`src/rtl/branch_target_buffer.sv`:
```
// branch_target_buffer: direct-mapped BTB with 2-bit saturating direction counters and a hit counter
module branch_target_buffer #(
  parameter int ENTRIES = 16
) (
  input  logic        clk,
  input  logic        rst,
  input  logic [31:0] pcF,
  output logic        predictTaken,
  output logic [31:0] predictTarget,
  input  logic        controlXferE,
  input  logic [31:0] pcE,
  input  logic        pcSelE,
  input  logic        btbUpdateE,
  input  logic [31:0] btbTargetE,
  output logic [15:0] hitCount
);
  localparam int IDX = $clog2(ENTRIES);
  localparam int TW = 30 - IDX;
  logic [ENTRIES-1:0] valid;
  logic [TW-1:0] tag [ENTRIES];
  logic [29:0] target [ENTRIES];
  logic [1:0] ctr [ENTRIES];
  logic [IDX-1:0] fidx, eidx;
  logic hit_f, hit_e, unused;
  always_comb begin
    fidx = pcF[IDX+1:2];
    eidx = pcE[IDX+1:2];
    hit_f = valid[fidx] && tag[fidx] == pcF[31:IDX+2];
    hit_e = valid[eidx] && tag[eidx] == pcE[31:IDX+2];
    predictTaken = hit_f && ctr[fidx][1];
    predictTarget = predictTaken ? {target[fidx], 2'b00} : pcF + 32'd4;
  end
  assign unused = ^{pcE[1:0], btbTargetE[1:0]};
  // tag/target storage is deliberately left uninitialised; valid gates every use
  always_ff @(posedge clk) begin
    if (rst) begin
      valid <= '0;
      for (int i = 0; i < ENTRIES; i++) ctr[i] <= 2'b01;
      hitCount <= '0;
    end else if (controlXferE) begin
      hitCount <= hitCount + {15'd0, hit_e};
      if (pcSelE && btbUpdateE) begin
        valid[eidx] <= 1'b1;
        tag[eidx] <= pcE[31:IDX+2];
        target[eidx] <= btbTargetE[31:2];
        ctr[eidx] <= !hit_e ? 2'b10 : ctr[eidx] == 2'b11 ? 2'b11 : ctr[eidx] + 2'd1;
      end else if (hit_e)
        ctr[eidx] <= ctr[eidx] == 2'b00 ? 2'b00 : ctr[eidx] - 2'd1;
    end
  end
endmodule
```
`config.mk`:
```
export PLATFORM = sky130hd
export DESIGN_NAME = branch_target_buffer
export DESIGN_NICKNAME = d
export VERILOG_FILES = /design/src/rtl/branch_target_buffer.sv
export SDC_FILE = /design/constraint.sdc
export NUM_CORES = 1
export LEC_CHECK = 0
export ABC_AREA = 1
export CORE_MARGIN = 2
export CORE_UTILIZATION = 50
export CTS_CLUSTER_SIZE = 40
export DETAILED_ROUTE_END_ITERATION = 12
export MAX_ROUTING_LAYER = met4
export PLACE_DENSITY = 0.67
export SLEW_MARGIN = 0
export SYNTH_ARGS = -nofsm -noshare
export SYNTH_HDL_FRONTEND = slang
export SYNTH_SLANG_ARGS = --single-unit
```
`constraint.sdc`:
```
create_clock -name clk -period 11.9 [get_ports clk]
set_clock_uncertainty 0.15 [all_clocks]
set_input_delay 2.975 -clock clk [delete_from_list [all_inputs] [get_ports clk]]
set_output_delay 2.975 -clock clk [all_outputs]
set_load 0.02 [all_outputs]
```
==> run_summary.xml <==
<?xml version="1.0" encoding="UTF-8"?>
<metrics>
  <group name="run_status">
    <metric name="outcome" unit="">finished clean</metric>
  </group>
  <group name="sta">
    <metric name="setup_total_negative_slack" unit="ps">0</metric>
    <metric name="finalSetupViolations" unit="">0</metric>
    <metric name="timing.fmax" unit="MHz">92.8</metric>
    <metric name="layout_min_cycle_time" unit="ps">10780</metric>
    <metric name="timing_hold_violations_final" unit="">0</metric>
    <metric name="maxSlewViolCount" unit="">0</metric>
    <metric name="max-slew-margin-rel" unit="">0.256</metric>
    <metric name="final_min_period_over_clock_period" unit="">0.906</metric>
    <metric name="max_slew.worst_pin.slew" unit="ps">1110</metric>
    <metric name="grt_setup_unrepaired" unit="">no</metric>
  </group>
  <group name="synth">
    <metric name="syn-instance-count" unit="">4534</metric>
    <metric name="yosysTopAreaCell" unit="">sky130_fd_sc_hd__edfxtp_1</metric>
    <metric name="post_synth_instance_area" unit="um2">44600</metric>
    <metric name="synth.ff_latch_count" unit="">960</metric>
    <metric name="yosys.area.top_type_share" unit="">0.625</metric>
    <metric name="post_syn_area_per_cell" unit="um2">9.83</metric>
    <metric name="synth_seq_area_share" unit="">0.640</metric>
    <metric name="synth_warnings" unit="">0</metric>
    <metric name="ys_top_cells_by_count" unit="">sky130_fd_sc_hd__nand2_1 (1220), sky130_fd_sc_hd__edfxtp_1 (928), sky130_fd_sc_hd__o21ai_0 (566)</metric>
    <metric name="leading_post_synthesis_cells_by_cell_area" unit="">sky130_fd_sc_hd__edfxtp_1 (63%), sky130_fd_sc_hd__nand2_1 (10%), sky130_fd_sc_hd__o21ai_0 (6.4%)</metric>
    <metric name="asyncSetResetFlopFracSynth" unit="">0</metric>
    <metric name="synth_cell_types" unit="">38</metric>
    <metric name="synth.most_common_cell" unit="">sky130_fd_sc_hd__nand2_1</metric>
    <metric name="syn-num-nets" unit="">4638</metric>
    <metric name="synthFlopType" unit="">sky130_fd_sc_hd__edfxtp_1</metric>
    <metric name="synth-edff-count" unit="">928</metric>
  </group>
  <group name="drt">
    <metric name="ant_nets" unit="">0</metric>
    <metric name="first_iter_violations" unit="">4146</metric>
    <metric name="first_pass_detailed_route_iteration_total" unit="">6</metric>
    <metric name="viasPerCell" unit="">5.89</metric>
    <metric name="drt-wirelength-per-cell" unit="um">23.1</metric>
    <metric name="drt_wl_total" unit="um">134000</metric>
    <metric name="drc" unit="">0</metric>
    <metric name="num_vias" unit="">34300</metric>
  </group>
  <group name="cells_and_area">
    <metric name="fill_cells" unit="">7570</metric>
    <metric name="final_net_count" unit="">4667</metric>
    <metric name="syn2layout_area_growth" unit="%">12.6</metric>
    <metric name="area_of_the_multi_input_gates" unit="um2">13800</metric>
    <metric name="share_of_final_layout_standard_cells_stronger_than_drive_strength_1" unit="">0.0547</metric>
    <metric name="fin_util" unit="">0.567</metric>
    <metric name="sequential_cell_area" unit="um2">28500</metric>
  </group>
  <group name="global_routing">
    <metric name="global_route_wire_length_before_repair" unit="um">197000</metric>
    <metric name="gr-usage-all-layers" unit="">0.299</metric>
    <metric name="initial_antenna_violation_count" unit="">12</metric>
    <metric name="grt_overflow" unit="">0</metric>
    <metric name="grt_start_max_net_pins" unit="">282</metric>
    <metric name="vias_in_the_first_global_route" unit="">31600</metric>
  </group>
  <group name="critical_path">
    <metric name="r2r.worst_path.cells" unit="">28</metric>
    <metric name="critical_path_arrival" unit="ps">7650</metric>
    <metric name="r2r_setup_slack" unit="ps">7760</metric>
    <metric name="worst_r2r_endpoint" unit="">hitCount[14]</metric>
    <metric name="crit_path_max_fanout" unit="">28</metric>
    <metric name="critPathKind" unit="">input pin to primary output</metric>
    <metric name="critPathRequiredTime" unit="ps">8780</metric>
    <metric name="critical_path.startpoint_type" unit="">input pin</metric>
    <metric name="endpoint_kind" unit="">primary output</metric>
    <metric name="r2r-start" unit="">tag[9][13]</metric>
  </group>
  <group name="floorplanning">
    <metric name="core.rowCount" unit="">109</metric>
    <metric name="die_area" unit="um2">91500</metric>
    <metric name="die_h" unit="um">303</metric>
    <metric name="core_region_area" unit="um2">88400</metric>
    <metric name="fp.dieW" unit="um">303</metric>
    <metric name="starting_density_of_the_core" unit="">0.504</metric>
    <metric name="ports" unit="">150</metric>
  </group>
  <group name="cts">
    <metric name="cts-htree-levels" unit="">3</metric>
    <metric name="clk_pin_slew_worst_paths" unit="ps">60</metric>
    <metric name="cts_resized" unit="">0</metric>
    <metric name="cts_sinks" unit="">960</metric>
    <metric name="tritoncts" unit="">yes</metric>
    <metric name="max-clock-path-buffers" unit="">3</metric>
    <metric name="post-cts-setup-buffers" unit="">0</metric>
    <metric name="cts_root_buf" unit="">sky130_fd_sc_hd__clkbuf_16</metric>
    <metric name="cts_made_buffers" unit="">99</metric>
    <metric name="clock_latency" unit="ps">680</metric>
    <metric name="holdBufCountCts" unit="">0</metric>
  </group>
  <group name="placed_design">
    <metric name="portBuffers" unit="">145</metric>
    <metric name="dp_hpwl" unit="um">73100</metric>
    <metric name="gpl.final_weighted_congestion" unit="">0.910</metric>
  </group>
  <group name="pwr">
    <metric name="sw_frac_of_total" unit="">0.240</metric>
    <metric name="internal_power" unit="mW">5.68</metric>
    <metric name="power_density" unit="nW/um2">149</metric>
    <metric name="cellLeakagePower" unit="nW">18.3</metric>
    <metric name="share_comb_of_total_power" unit="">0.083</metric>
    <metric name="power.ir.vdd_worst" unit="mV">0.133</metric>
    <metric name="part_of_the_total_power_dissipated_in_sequential_elements" unit="">0.499</metric>
    <metric name="share_clk_of_total_power" unit="">0.417</metric>
    <metric name="total_switching_power" unit="mW">1.79</metric>
  </group>
  <group name="flow_run">
    <metric name="timing.max_cap.violations" unit="">0</metric>
  </group>
  <group name="worst_hold_path">
    <metric name="min_delay_path_depth" unit="">2</metric>
    <metric name="worst_hold_path_type" unit="">flip-flop to flip-flop</metric>
    <metric name="worst_hold_path.endpoint" unit="">valid[14]</metric>
    <metric name="holdCritStartpoint" unit="">valid[14]</metric>
  </group>
</metrics>
through the flow:
step	hold slack, ps	power, mW	cell area (um2)	setup WS [ps]	std cells
finish	337	7.47	50200	1120	5827
floorplan	300	4.16	44600	3670	4534
global route	356	7.68	50100	1040	5825
detailed placement	322	4.41	46800	1310	5627
global placement	319	4.40	46800	1300	5627
CTS	339	7.48	50100	1290	5812
per-layer routing:
metal	part of all wire	routed length (um)	vias to the layer above	track usage
li1	-	-	15700	-
met1	0.40	53500	16500	0.393
met2	0.46	62100	1778	0.462
met3	0.10	13700	323	0.0540
met4	0.038	5100	0	0.120
met5	0	0	-	-
worst max-delay path, stage by stage:
cell                              delay [ps]
sky130_fd_sc_hd__clkdlybuf4s50_1         900
sky130_fd_sc_hd__clkinv_2                230
sky130_fd_sc_hd__nor2_4                  130
sky130_fd_sc_hd__buf_4                   530
sky130_fd_sc_hd__nand2_1                 110
sky130_fd_sc_hd__nand2_1                 210
sky130_fd_sc_hd__inv_1                    90
sky130_fd_sc_hd__nand2_1                  70
sky130_fd_sc_hd__nand2_1                  60
sky130_fd_sc_hd__nand2_1                  70
sky130_fd_sc_hd__nand2_1                  90
sky130_fd_sc_hd__nor2_1                  110
sky130_fd_sc_hd__nand3_1                 210
sky130_fd_sc_hd__nor2_4                  560
sky130_fd_sc_hd__buf_4                   360
sky130_fd_sc_hd__nor2_1                   70
sky130_fd_sc_hd__nor2_1                  190
sky130_fd_sc_hd__clkdlybuf4s50_1         650
how the worst max path moves through the flow:
stage	start	to	slack, ps	cells after the start
final	pcF[5]	predictTarget[20]	1120	18
after global routing	pcF[5]	predictTarget[20]	1040	18
after CTS	pcF[5]	predictTarget[20]	1290	18
after detailed placement	pcF[5]	predictTarget[20]	1310	18
after global placement	pcF[5]	predictTarget[20]	1300	18
after floorplan	pcF[2]	predictTarget[2]	3670	18
flip-flops by register name, indices dropped and copies added, names as in the netlist:
| register | flops |
|---|---|
| valid | 16 |
| target | 480 |
| ctr | 32 |
| tag | 416 |
| hitCount | 16 |
logic make-up after synthesis:
logic type,Yosys count,share of synthesized area
compound gates,989,0.123
xor+xnor,29,0.00570
fa+ha+maj,3,0.000843
buf+inv,556,0.0535
flops,960,0.640
simple gates,1997,0.177
layout make-up:
type | instances | area share
flip-flops and latches | 960 | 0.568
multi-input cells | 3018 | 0.275
clock buffers | 124 | 0.0519
repair buffers | 208 | 0.0398
well taps | 1165 | 0.0291
inverters | 276 | 0.0212
clock inverters | 61 | 0.0135
diodes | 15 | 0.000748
cells in the final DEF (no fill, tap or decap), types with 4 or more instances in the layout:
cell type and instances:
sky130_fd_sc_hd__a21oi_1 144, sky130_fd_sc_hd__a22oi_1 16, sky130_fd_sc_hd__buf_12 5, sky130_fd_sc_hd__buf_4 60, sky130_fd_sc_hd__bufinv_16 10, sky130_fd_sc_hd__clkbuf_1 22, sky130_fd_sc_hd__clkbuf_16 99, sky130_fd_sc_hd__clkbuf_8 5
sky130_fd_sc_hd__clkdlybuf4s50_1 140, sky130_fd_sc_hd__clkinv_1 24, sky130_fd_sc_hd__clkinv_2 18, sky130_fd_sc_hd__clkinvlp_4 7, sky130_fd_sc_hd__dfxtp_1 32, sky130_fd_sc_hd__diode_2 15, sky130_fd_sc_hd__edfxtp_1 928, sky130_fd_sc_hd__inv_1 263
sky130_fd_sc_hd__inv_2 4, sky130_fd_sc_hd__nand2_1 1220, sky130_fd_sc_hd__nand3_1 193, sky130_fd_sc_hd__nand4_1 13, sky130_fd_sc_hd__nor2_1 499, sky130_fd_sc_hd__nor2_2 5, sky130_fd_sc_hd__nor2_4 21, sky130_fd_sc_hd__nor3_1 32
sky130_fd_sc_hd__o211ai_1 72, sky130_fd_sc_hd__o21ai_0 566, sky130_fd_sc_hd__o21ai_1 45, sky130_fd_sc_hd__o21bai_1 11, sky130_fd_sc_hd__o221ai_1 44, sky130_fd_sc_hd__o22ai_1 89, sky130_fd_sc_hd__xor2_1 26
power by group through the flow:
stage,sequential (mW),combinational [mW],clock (mW)
finish,3.73,0.623,3.12
global route,3.73,0.676,3.28
CTS,3.73,0.611,3.14
detailed placement,3.80,0.608,0
global placement,3.80,0.601,0
floorplan,3.80,0.357,0
(Power assumes the default switching activity.)
